File: config.mk
export PLATFORM = sky130hd
export DESIGN_NAME = yrv_stim_gen_flat
export DESIGN_NICKNAME = d
export VERILOG_FILES = /design/src/rtl/yrv_stim_gen_if.sv /design/src/rtl/yrv_stim_gen.sv /design/src/flat_wrapper.sv
export SDC_FILE = /design/constraint.sdc
export NUM_CORES = 1
export LEC_CHECK = 0
export CELL_PAD_IN_SITES_DETAIL_PLACEMENT = 1
export CELL_PAD_IN_SITES_GLOBAL_PLACEMENT = 1
export CORE_MARGIN = 2
export CORE_UTILIZATION = 38
export CTS_BUF_LIST = sky130_fd_sc_hd__clkbuf_16
export DETAILED_ROUTE_END_ITERATION = 16
export GPL_ROUTABILITY_DRIVEN = 0
export GPL_TIMING_DRIVEN = 0
export PLACE_DENSITY_LB_ADDON = 0.1
export SLEW_MARGIN = 20
export SYNTH_ARGS = -nofsm -noshare
export SYNTH_HDL_FRONTEND = slang
export SYNTH_SLANG_ARGS = --single-unit
File: constraint.sdc
create_clock -name clk -period 8.4 [get_ports clk]
set_input_delay 1.68 -clock clk [delete_from_list [all_inputs] [get_ports clk]]
set_output_delay 1.68 -clock clk [all_outputs]
set_load 0.02 [all_outputs]
File: src/rtl/yrv_stim_gen_if.sv
// Handshake/bus bundle for yrv_stim_gen: configuration in, request/port streams and status out.
interface yrv_stim_gen_if #(
  parameter int N_CH    = 2,
  parameter int CNT_W   = 16,
  parameter int N_PORTS = 2,
  parameter int DATA_W  = 16,
  parameter int RUN_W   = 32
);
  logic                              start;
  logic [RUN_W-1:0]                  run_len;
  logic [N_CH-1:0][CNT_W-1:0]        ch_period;
  logic [N_CH-1:0][CNT_W-1:0]        ch_width;
  logic [N_CH-1:0]                   ch_mode;
  logic [N_CH-1:0]                   ack;
  logic [N_CH-1:0]                   req;
  logic [N_CH-1:0]                   overrun;
  logic [N_PORTS-1:0][DATA_W-1:0]    port_data;
  logic                              busy;
  logic                              done;
  logic [RUN_W-1:0]                  cycle_cnt;

  modport master (output start, run_len, ch_period, ch_width, ch_mode, ack,
                  input  req, overrun, port_data, busy, done, cycle_cnt);
  modport slave  (input  start, run_len, ch_period, ch_width, ch_mode, ack,
                  output req, overrun, port_data, busy, done, cycle_cnt);
endinterface

File: src/rtl/yrv_stim_gen.sv
// Stimulus generator: N_CH periodic pulse/level request channels plus N_PORTS data streams.
// Optional macro STIM_LFSR_EN: per-port 32-bit Galois LFSR streams (otherwise port_data is 0).
module yrv_stim_ch #(
  parameter int CNT_W = 16
) (
  input  logic             clk,
  input  logic             resetb,
  input  logic             load,
  input  logic             first,
  input  logic             step,
  input  logic [CNT_W-1:0] period,
  input  logic [CNT_W-1:0] width,
  input  logic             mode,
  input  logic             ack,
  output logic             req,
  output logic             overrun
);
  logic [CNT_W-1:0] per_q, wid_q, cnt_q, wc_q;
  logic [CNT_W-1:0] per_n, wid_n, cnt_n;
  logic             mode_q, mode_n, fire;

  // Config is used the same edge it is loaded, so cycle 0 can already fire.
  assign per_n  = load ? period : per_q;
  assign wid_n  = load ? width  : wid_q;
  assign mode_n = load ? mode   : mode_q;
  assign cnt_n  = (first || cnt_q == per_n - CNT_W'(1)) ? '0 : cnt_q + CNT_W'(1);
  assign fire   = step && (per_n != '0) && (cnt_n == per_n - CNT_W'(1));

  always_ff @(posedge clk) begin
    if (!resetb) begin
      per_q <= '0; wid_q <= '0; mode_q <= 1'b0;
      cnt_q <= '0; wc_q <= '0; req <= 1'b0; overrun <= 1'b0;
    end else begin
      if (load) begin
        per_q <= period; wid_q <= width; mode_q <= mode;
      end
      if (step) cnt_q <= cnt_n;
      overrun <= load ? 1'b0 : (overrun | (mode_q & fire & req));
      if (mode_n)
        req <= fire | (req & ~ack);
      else if (fire) begin
        req  <= 1'b1;
        wc_q <= (wid_n == '0) ? '0 : wid_n - CNT_W'(1);
      end else if (step && req && wc_q != '0)
        wc_q <= wc_q - CNT_W'(1);
      else
        req <= 1'b0;   // pulse ends, or forced low outside RUN
    end
  end
endmodule

module yrv_stim_gen #(
  parameter int          N_CH    = 2,
  parameter int          CNT_W   = 16,
  parameter int          N_PORTS = 2,
  parameter int          DATA_W  = 16,
  parameter int          RUN_W   = 32,
  parameter logic [31:0] SEED    = 32'h1
) (
  input logic            clk,
  input logic            resetb,
  yrv_stim_gen_if.slave  bus
);
  typedef enum logic [1:0] {IDLE, RUN, DRAIN} state_t;
  state_t           state, state_nxt;
  logic [RUN_W-1:0] run_len_q;
  logic             load, first, last, step, busy_d, done_d;

  assign load  = (state == IDLE) && bus.start;
  assign first = load && (bus.run_len != '0);
  assign last  = (bus.cycle_cnt == run_len_q - RUN_W'(1));

  always_ff @(posedge clk) begin
    if (!resetb) begin
      state <= IDLE; bus.busy <= 1'b0; bus.done <= 1'b0;
      bus.cycle_cnt <= '0; run_len_q <= '0;
    end else begin
      state    <= state_nxt;
      bus.busy <= busy_d;
      bus.done <= done_d;
      if (load) begin
        run_len_q     <= bus.run_len;
        bus.cycle_cnt <= '0;
      end else if (state == RUN && state_nxt == RUN)
        bus.cycle_cnt <= bus.cycle_cnt + RUN_W'(1);
    end
  end

  always_comb begin
    state_nxt = state;
    case (state)
      IDLE:    if (bus.start) state_nxt = (bus.run_len == '0) ? DRAIN : RUN;
      RUN:     if (last) state_nxt = DRAIN;
      DRAIN:   if (bus.req == '0) state_nxt = IDLE;
      default: state_nxt = IDLE;
    endcase
  end

  always_comb begin
    busy_d = (state_nxt != IDLE);
    done_d = (state == DRAIN) && (state_nxt == IDLE);
    step   = first || (state == RUN && state_nxt == RUN);
  end

  for (genvar c = 0; c < N_CH; c++) begin : g_ch
    yrv_stim_ch #(.CNT_W(CNT_W)) u_ch (
      .clk     (clk),
      .resetb  (resetb),
      .load    (load),
      .first   (first),
      .step    (step),
      .period  (bus.ch_period[c]),
      .width   (bus.ch_width[c]),
      .mode    (bus.ch_mode[c]),
      .ack     (bus.ack[c]),
      .req     (bus.req[c]),
      .overrun (bus.overrun[c])
    );
  end

`ifdef STIM_LFSR_EN
  logic adv;
  assign adv = (state == RUN) && (state_nxt == RUN);

  for (genvar p = 0; p < N_PORTS; p++) begin : g_lfsr
    localparam logic [31:0] S0 = 32'(SEED + p);
    localparam logic [31:0] S  = (S0 == 32'h0) ? 32'h1 : S0;
    logic [31:0] lfsr_q;
    always_ff @(posedge clk) begin
      if (!resetb)   lfsr_q <= '0;
      else if (load) lfsr_q <= S;
      else if (adv)  lfsr_q <= {1'b0, lfsr_q[31:1]} ^ (lfsr_q[0] ? 32'h80200003 : 32'h0);
    end
    assign bus.port_data[p] = lfsr_q[DATA_W-1:0];
  end
`else
  assign bus.port_data = '0;
`endif
endmodule

File: src/flat_wrapper.sv
// flat-port wrapper written by rule: the top's interface ports become plain ports
module yrv_stim_gen_flat 
#(
  parameter int          N_CH    = 2,
  parameter int          CNT_W   = 16,
  parameter int          N_PORTS = 2,
  parameter int          DATA_W  = 16,
  parameter int          RUN_W   = 32,
  parameter logic [31:0] SEED    = 32'h1
)
  (clk, resetb, bus_start, bus_run_len, bus_ch_period, bus_ch_width, bus_ch_mode, bus_ack, bus_req, bus_overrun, bus_port_data, bus_busy, bus_done, bus_cycle_cnt);
  yrv_stim_gen_if #(.N_CH(N_CH), .CNT_W(CNT_W), .N_PORTS(N_PORTS), .DATA_W(DATA_W), .RUN_W(RUN_W)) bus_i ();
  input logic clk;
  input logic resetb;
  input wire logic [$bits(bus_i.start)-1:0] bus_start;
  input wire logic [$bits(bus_i.run_len)-1:0] bus_run_len;
  input wire logic [$bits(bus_i.ch_period)-1:0] bus_ch_period;
  input wire logic [$bits(bus_i.ch_width)-1:0] bus_ch_width;
  input wire logic [$bits(bus_i.ch_mode)-1:0] bus_ch_mode;
  input wire logic [$bits(bus_i.ack)-1:0] bus_ack;
  output wire logic [$bits(bus_i.req)-1:0] bus_req;
  output wire logic [$bits(bus_i.overrun)-1:0] bus_overrun;
  output wire logic [$bits(bus_i.port_data)-1:0] bus_port_data;
  output wire logic [$bits(bus_i.busy)-1:0] bus_busy;
  output wire logic [$bits(bus_i.done)-1:0] bus_done;
  output wire logic [$bits(bus_i.cycle_cnt)-1:0] bus_cycle_cnt;
  assign bus_i.start = bus_start;
  assign bus_i.run_len = bus_run_len;
  assign bus_i.ch_period = bus_ch_period;
  assign bus_i.ch_width = bus_ch_width;
  assign bus_i.ch_mode = bus_ch_mode;
  assign bus_i.ack = bus_ack;
  assign bus_req = bus_i.req;
  assign bus_overrun = bus_i.overrun;
  assign bus_port_data = bus_i.port_data;
  assign bus_busy = bus_i.busy;
  assign bus_done = bus_i.done;
  assign bus_cycle_cnt = bus_i.cycle_cnt;
  yrv_stim_gen #(.N_CH(N_CH), .CNT_W(CNT_W), .N_PORTS(N_PORTS), .DATA_W(DATA_W), .RUN_W(RUN_W), .SEED(SEED)) u_core (.clk(clk), .resetb(resetb), .bus(bus_i));
endmodule
==> impl_metrics.yaml, run 1 <==
outcome:
  status: "completed"
power:
  power_mw: 2.96
  power_leakage_nw: 6.66
  irDropWorstVdd_mv: 0.169
  p_clk_frac: 0.422
  switching_share: 0.314
  p_int_mw: 2.03
  power.density_nw_per_um2: 173
  seqPwrFrac: 0.345
  p_comb_frac: 0.233
  p_sw_mw: 0.927
sta:
  worst_pin_slew_ns: 1.08
  hold_viol_final: 0
  drv_slew: 0
  period_needed_ns: 7.87
  slew_headroom: 0.282
  rsz0062_at_grt: "false"
  period_share: 0.937
  setup_violations: 0
  skew_ns: 0.0221
  fmax_mhz: 127
floorplanning:
  die_area_sq_um: 38300
  coreArea_sq_um: 36400
  start_util: 0.383
  io_pins: 173
  die_x_um: 196
  rows: 70
  die_h_um: 196
setup_path:
  crit_start: "bus_start"
  crit_path_end_kind: "flop"
  reg2reg_depth: 24
  endpoint: "u_core.g_ch[0].u_ch.wc_q[2]"
  rrSetupSlack_ns: 1.77
  crit_required_ns: 8.88
  critPathLaunchType: "input pin"
  r2r-start: "u_core.state[1]"
  crit_fanout: 28
  r2r_end: "u_core.g_ch[0].u_ch.wc_q[2]"
  critPathKind: "input pin to flop"
  arrival_ns: 8.35
clocking:
  clock_latency_ns: 0.57
  cts_hold_buf: 0
  cts_buffers: 26
  htree_levels: 1
  path_clk_slew_ns: 0.06
  cts_sinks: 202
  ctsLongestPathBuffers: 3
  cts_tree: "built"
  root_buffer: "clkbuf_16"
yosys:
  ys_warn_count: 0
  synth.distinct_cells: 99
  synth_ff_type: "dfxtp_1"
  yosys-top-cells-area: "dfxtp_1 29%, mux2i_1 5.7%, nor2_1 5.7%"
  synth_cells: 1783
  synth_commonest_cells: "213 x nor2_1, 202 x dfxtp_1, 157 x nand2_1, 105 x a21oi_1, 91 x xnor2_1"
  synth_area_per_cell_sq_um: 7.83
  synthArstFlopShare: 0
  yosys.area.top_type: "dfxtp_1"
  synth_edf_count: 0
  yosys.area.top_type_share: 0.290
  synth-seq-cells: 202
  syn_area_sq_um: 14000
  seq_area_frac_synth: 0.290
  synth.most_common_cell: "nor2_1"
final_layout:
  nFillCells: 4459
  final_util: 0.469
  multi_input_area_sq_um: 9260
  finalNetCount: 2095
  regArea_sq_um: 4040
  stdcell_area_sq_um: 17100
  area_growth_pct: 22.4
  drive_above_1_share: 0.0785
detailed_routing:
  via_per_inst: 5.73
  wl_per_cell_um: 20.6
  drt_iter0_markers: 940
  wl_um: 50800
  drt_pre_antenna_iters: 6
  vias: 14100
  route.detailed.drc: 0
  ant_nets: 0
placed_design:
  placed_area_sq_um: 16100
  port_buffers: 139
  dp_hpwl_um: 39200
global_route:
  grt_max_degree: 29
  grt.overflow.total: 0
  grt_pass1_wl_um: 79800
  grt_pass1_vias: 14300
  grt_usage: 0.261
  grt_antenna_before_repair: 0
run:
  max_cap_violations: 0
min_path:
  hold_path_class: "flop to flop"
  min-delay-start: "u_core.g_ch[1].u_ch.overrun"
## flip-flops by register name, summed over array words and instances, names as in the netlist
| name | flops |
|---|---|
| u_core.run_len_q | 32 |
| u_core.bus.done | 1 |
| u_core.g_ch.u_ch.per_q | 32 |
| u_core.g_ch.u_ch.overrun | 2 |
| u_core.g_ch.u_ch.wc_q | 32 |
| u_core.g_ch.u_ch.mode_q | 2 |
| u_core.state | 2 |
| u_core.bus.cycle_cnt | 32 |
| u_core.g_ch.u_ch.cnt_q | 32 |
| u_core.g_ch.u_ch.wid_q | 32 |
| u_core.bus.busy | 1 |
| u_core.g_ch.u_ch.req | 2 |
## layout by cell type (no fill, tap or decap), types with 27 or more instances in the layout
| cell type | Yosys | layout |
|---|---|---|
| mux2i_1 | 80 | 80 |
| xnor2_1 | 91 | 91 |
| nand3_1 | 57 | 56 |
| nor4_1 | 42 | 41 |
| nor2_1 | 213 | 213 |
| or3_1 | 44 | 44 |
| clkbuf_16 | 0 | 27 |
| conb_1 | 1 | 32 |
| dfxtp_1 | 202 | 202 |
| o21ai_0 | 65 | 65 |
| nand4_1 | 32 | 32 |
| buf_4 | 37 | 41 |
| xor2_1 | 80 | 77 |
| clkdlybuf4s50_1 | 0 | 139 |
| a21oi_1 | 105 | 105 |
| clkbuf_1 | 65 | 62 |
| nor3_1 | 77 | 77 |
| inv_1 | 35 | 36 |
| nand2_1 | 157 | 157 |
| and3_1 | 27 | 27 |
## worst min-delay path by stage
stage                                       end  slack, ns  depth (start not counted)
floorplan           u_core.g_ch[1].u_ch.overrun       0.43                          2
global placement    u_core.g_ch[1].u_ch.overrun       0.44                          2
detailed placement  u_core.g_ch[1].u_ch.overrun       0.46                          2
CTS                 u_core.g_ch[1].u_ch.overrun       0.47                          2
global route        u_core.g_ch[1].u_ch.overrun       0.49                          2
finish              u_core.g_ch[1].u_ch.overrun       0.47                          2
## logic make-up after synthesis
group,after synthesis,synth area share
and+or+nand+nor,787,0.289
AOI/OAI and AO/OA,347,0.164
DFF,202,0.290
xor gates and xnor gates,179,0.120
buffers and inverters,164,0.0590
muxes,91,0.0675
adders and majority gates,12,0.0108
other,1,0.000269
## through the flow
stage	setup WS, ns	hold WS, ns	TNS (ns)	instances
after floorplan	0.0676	0.426	0	1814
after global placement	-3.29	0.437	-180.28	2421
after detailed placement	-3.43	0.464	-187.35	2421
after CTS	0.0385	0.470	0	2466
after global routing	0.134	0.490	0	2468
final	0.527	0.468	0	2469
## final cells by class
| class | count | area share |
|---|---|---|
| diodes | 1 | 0.000146 |
| plain buffers | 124 | 0.0411 |
| clock buffers | 27 | 0.0395 |
| clock inverters | 21 | 0.0153 |
| inverters | 35 | 0.00769 |
| multi-input cells | 1448 | 0.542 |
| flip-flops and latches | 202 | 0.237 |
| well taps | 468 | 0.0343 |
| repair buffers | 143 | 0.0832 |
## critical path, cell delays in order
cell and delay (ns):
clkdlybuf4s50_1 0.54, or3b_1 0.24, buf_6 0.16, buf_6 0.18, buf_6 0.20, buf_6 0.26, buf_12 0.26, buf_12 0.27
mux2i_1 0.39, ha_1 0.22, clkbuf_1 0.33, nand3_1 0.24, a221oi_1 0.44, xor2_2 0.34, o211ai_1 0.17, nor4b_4 0.42
a21o_1 0.18, buf_6 0.14, mux2i_1 0.12, nor4_4 0.29, buf_4 0.21, a21o_1 0.24, buf_2 0.26, nand2_2 0.20
o22ai_1 0.27
## power by group through the flow
| stage | clock network [mW] | registers (mW) | logic, mW |
|---|---|---|---|
| after global routing | 1.30 | 1.02 | 0.748 |
| after CTS | 1.27 | 1.02 | 0.681 |
| after global placement | 0 | 1.04 | 0.661 |
| after detailed placement | 0 | 1.04 | 0.672 |
| final | 1.25 | 1.02 | 0.688 |
| after floorplan | 0 | 1.03 | 0.452 |
## layer usage
layer	wire [um]	up-vias	track usage
li1	-	6757	-
met4	1420	0	0.0786
met5	0	-	0
met1	23200	6963	0.343
met3	2330	81	0.0308
met2	23800	339	0.449
## repair_timing
item | in CTS | in global routing
pin swaps | 1 | 3
setup endpoints to repair | 68 | 34
setup buffers | 1 | 3
resized for setup | 13 | 5
(Power assumes the default switching activity.)
==> run 2, diff against run 1 <==
Settings changed: ABC_AREA set to 1, CORE_UTILIZATION 38 to 36, CTS_BUF_LIST sky130_fd_sc_hd__clkbuf_16 to not set.
==> run 2 against run 1 <==
  * Sequential power rose by 4%
  * Cell count rose by 28%
  * Power increased by 2.3%
  * Clock skew fell by 0.0077 ns
  * Core utilization down 3.2 points
  * Synthesized cell count grew 36%
  * Critical endpoint is now u_core.g_ch[1].u_ch.wc_q[12]
  * Largest cell class unchanged
  * Highest routed layer unchanged
==> impl_metrics.yaml, run 2 <==
yosys:
  yosys-top-cells-area: "dfxtp_1 27%, nand2_1 15%, nor2_1 10%"
  synth.most_common_cell: "nand2_1"
  muxShareOfSynthArea: 0.00475
  yosys.area.top_type_share: 0.274
  synth-compound-area-share: 0.0911
  synth_ff_type: "dfxtp_1"
  synth_fa_ha_area_frac: 0.0102
  yosys.area.top_type: "dfxtp_1"
  synth_area_per_cell_sq_um: 6.09
  syn_area_sq_um: 14800
  synth-seq-cells: 202
  synth_xor_area_frac: 0.0722
  synth_top_family_by_area: "simple AND/OR/NAND/NOR gates"
  synth_commonest_cells: "608 x nand2_1, 396 x nor2_1, 289 x inv_1, 202 x dfxtp_1, 171 x nand3_1"
  synth_cells: 2423
  seq_area_frac_synth: 0.274
  synth.distinct_cells: 53
  synthArstFlopShare: 0
  ys_warn_count: 0
  synth_edf_count: 0
  synth-simple-area-share: 0.427
sta:
  drv_slew: 0
  hold_viol_final: 0
  rsz0062_at_grt: "false"
  timing.hold.ws_ns: 0.487
  skew_ns: 0.0144
  period_share: 0.683
  worst_pin_slew_ns: 0.888
  period_needed_ns: 5.74
  slew_headroom: 0.408
  setup_violations: 0
  setup_ws_ns: 2.66
  fmax_mhz: 174
  fin_tns_setup_ns: 0
setup_path:
  crit_required_ns: 8.84
  crit_path_end_kind: "flop"
  critPathKind: "input pin to flop"
  rrSetupSlack_ns: 3.27
  worstPathCellList: "buf_2 > nand2_4 > buf_8 > inv_2 > buf_6 > clkbuf_1 > clkbuf_1 > nand2_1 > clkbuf_1 > nand2_1 > inv_1 > nor2_1 > nand2_1 > nor2_1 > nand3_1 > o21ai_0 > nand2_1 > nor2_1 > nor2_1"
  arrival_ns: 6.18
  crit_fanout: 10
  critPathLaunchType: "input pin"
  slowest_delay_ns: 0.54
  cp_slowest_cell: "clkbuf_1"
run:
  max_cap_violations: 0
global_route:
  grt_pass1_vias: 16700
  grt_max_degree: 13
  grt_usage: 0.264
  grt.overflow.total: 0
  grt_antenna_before_repair: 0
  grt_pass1_wl_um: 88700
detailed_routing:
  ant_nets: 0
  drt_pre_antenna_iters: 5
  drt_iter0_markers: 698
  vias: 16300
  route.detailed.drc: 0
  wl_per_cell_um: 17.7
  wl_um: 56300
  via_per_inst: 5.14
power:
  seqPwrFrac: 0.350
  p_int_mw: 1.97
  p_clk_frac: 0.376
  switching_share: 0.349
  power_leakage_nw: 8.44
  irDropWorstVdd_mv: 0.132
  p_comb_frac: 0.274
  power.density_nw_per_um2: 170
  p_sw_mw: 1.06
clocking:
  root_buffer: "clkbuf_16"
  ctsResizeCount: 0
  path_clk_slew_ns: 0.06
  post-cts-setup-buffers: 0
  ctsLongestPathBuffers: 3
  clock_latency_ns: 0.55
  cts_sinks: 202
  cts_tree: "built"
  cts_buffers: 26
  cts_hold_buf: 0
  htree_levels: 1
floorplanning:
  io_pins: 173
  die_area_sq_um: 42600
  die_x_um: 206
  coreArea_sq_um: 40600
  die_h_um: 206
  start_util: 0.363
  rows: 74
placed_design:
  port_buffers: 139
  dp_hpwl_um: 45100
  pre_cts_ws_ns: 2.17
final_layout:
  finalNetCount: 2736
  final_cell_mix: "608 x nand2_1, 396 x nor2_1, 289 x inv_1, 202 x dfxtp_1, 171 x nand3_1"
  layout_commonest_cell: "nand2_1"
  area_growth_pct: 20.4
  drive_above_1_share: 0.0750
  nFillCells: 5506
  n_antenna_cell: 0
min_path:
  hold_path_class: "flop to flop"
outcome:
  status: "completed"
-- run 2: layout make-up --
class / instances / area, sq um / area share
multi-input combinational: 1842 / 9060 / 0.510
sequential: 202 / 4040 / 0.228
clock buffer: 38 / 747 / 0.0420
clock inverter: 8 / 90.1 / 0.00507
timing repair buffer: 139 / 1390 / 0.0783
buffer: 110 / 646 / 0.0363
inverter: 300 / 1130 / 0.0634
tap: 532 / 666 / 0.0375
-- run 2: critical path: cells and delay by family --
family	cells	cell delay, ns
compound gates	1	0.15
buf+inv	8	2.33
simple gates	10	1.98
-- run 2: cells by family (layout without fill, tap and decap cells) --
group	count (synthesis)	in the layout
and+or+nand+nor	1429	1429
DFF	202	202
AOI/OAI and AO/OA	245	245
adders and majority gates	12	12
other	1	32
muxes	7	7
xor gates and xnor gates	117	117
buffers and inverters	410	595
-- run 2: through the flow --
stage / util / cells / power [mW] / instance area, sq um
2_1_floorplan: - / 2454 / 1.63 / 14900
3_3_place_gp: 0.416 / 3125 / 1.87 / 16900
3_5_place_dp: 0.416 / 3125 / 1.90 / 16900
4_1_cts: 0.437 / 3171 / 3.04 / 17800
5_1_grt: 0.437 / 3171 / 3.19 / 17800
6_report: 0.437 / 3171 / 3.02 / 17800
-- run 2: per-layer routing --
layer / up-vias / GRT usage / routed length, um
met5: - / 0 / 0
met4: 0 / 0.0814 / 1770
met3: 95 / 0.0278 / 1600
met2: 248 / 0.494 / 28800
met1: 7917 / 0.313 / 24000
li1: 8052 / - / -
-- run 2: worst paths after layout --
path,from,endpoint,cells after the start
worst min register to register,u_core.g_ch[0].u_ch.wc_q[7],u_core.g_ch[0].u_ch.wc_q[7],2
worst max-delay path,bus_start,u_core.g_ch[1].u_ch.wc_q[12],19
worst min-delay path,u_core.g_ch[0].u_ch.wc_q[7],u_core.g_ch[0].u_ch.wc_q[7],2
worst max register to register,u_core.state[0],u_core.g_ch[1].u_ch.wc_q[12],19
-- run 2: power groups by stage --
| stage | combinational (mW) | sequential (mW) | clock, mW |
|---|---|---|---|
| after floorplan | 0.567 | 1.06 | 0 |
| final | 0.829 | 1.06 | 1.14 |
| after global placement | 0.797 | 1.08 | 0 |
| after detailed placement | 0.822 | 1.08 | 0 |
| after global routing | 0.931 | 1.06 | 1.19 |
| after CTS | 0.829 | 1.06 | 1.16 |
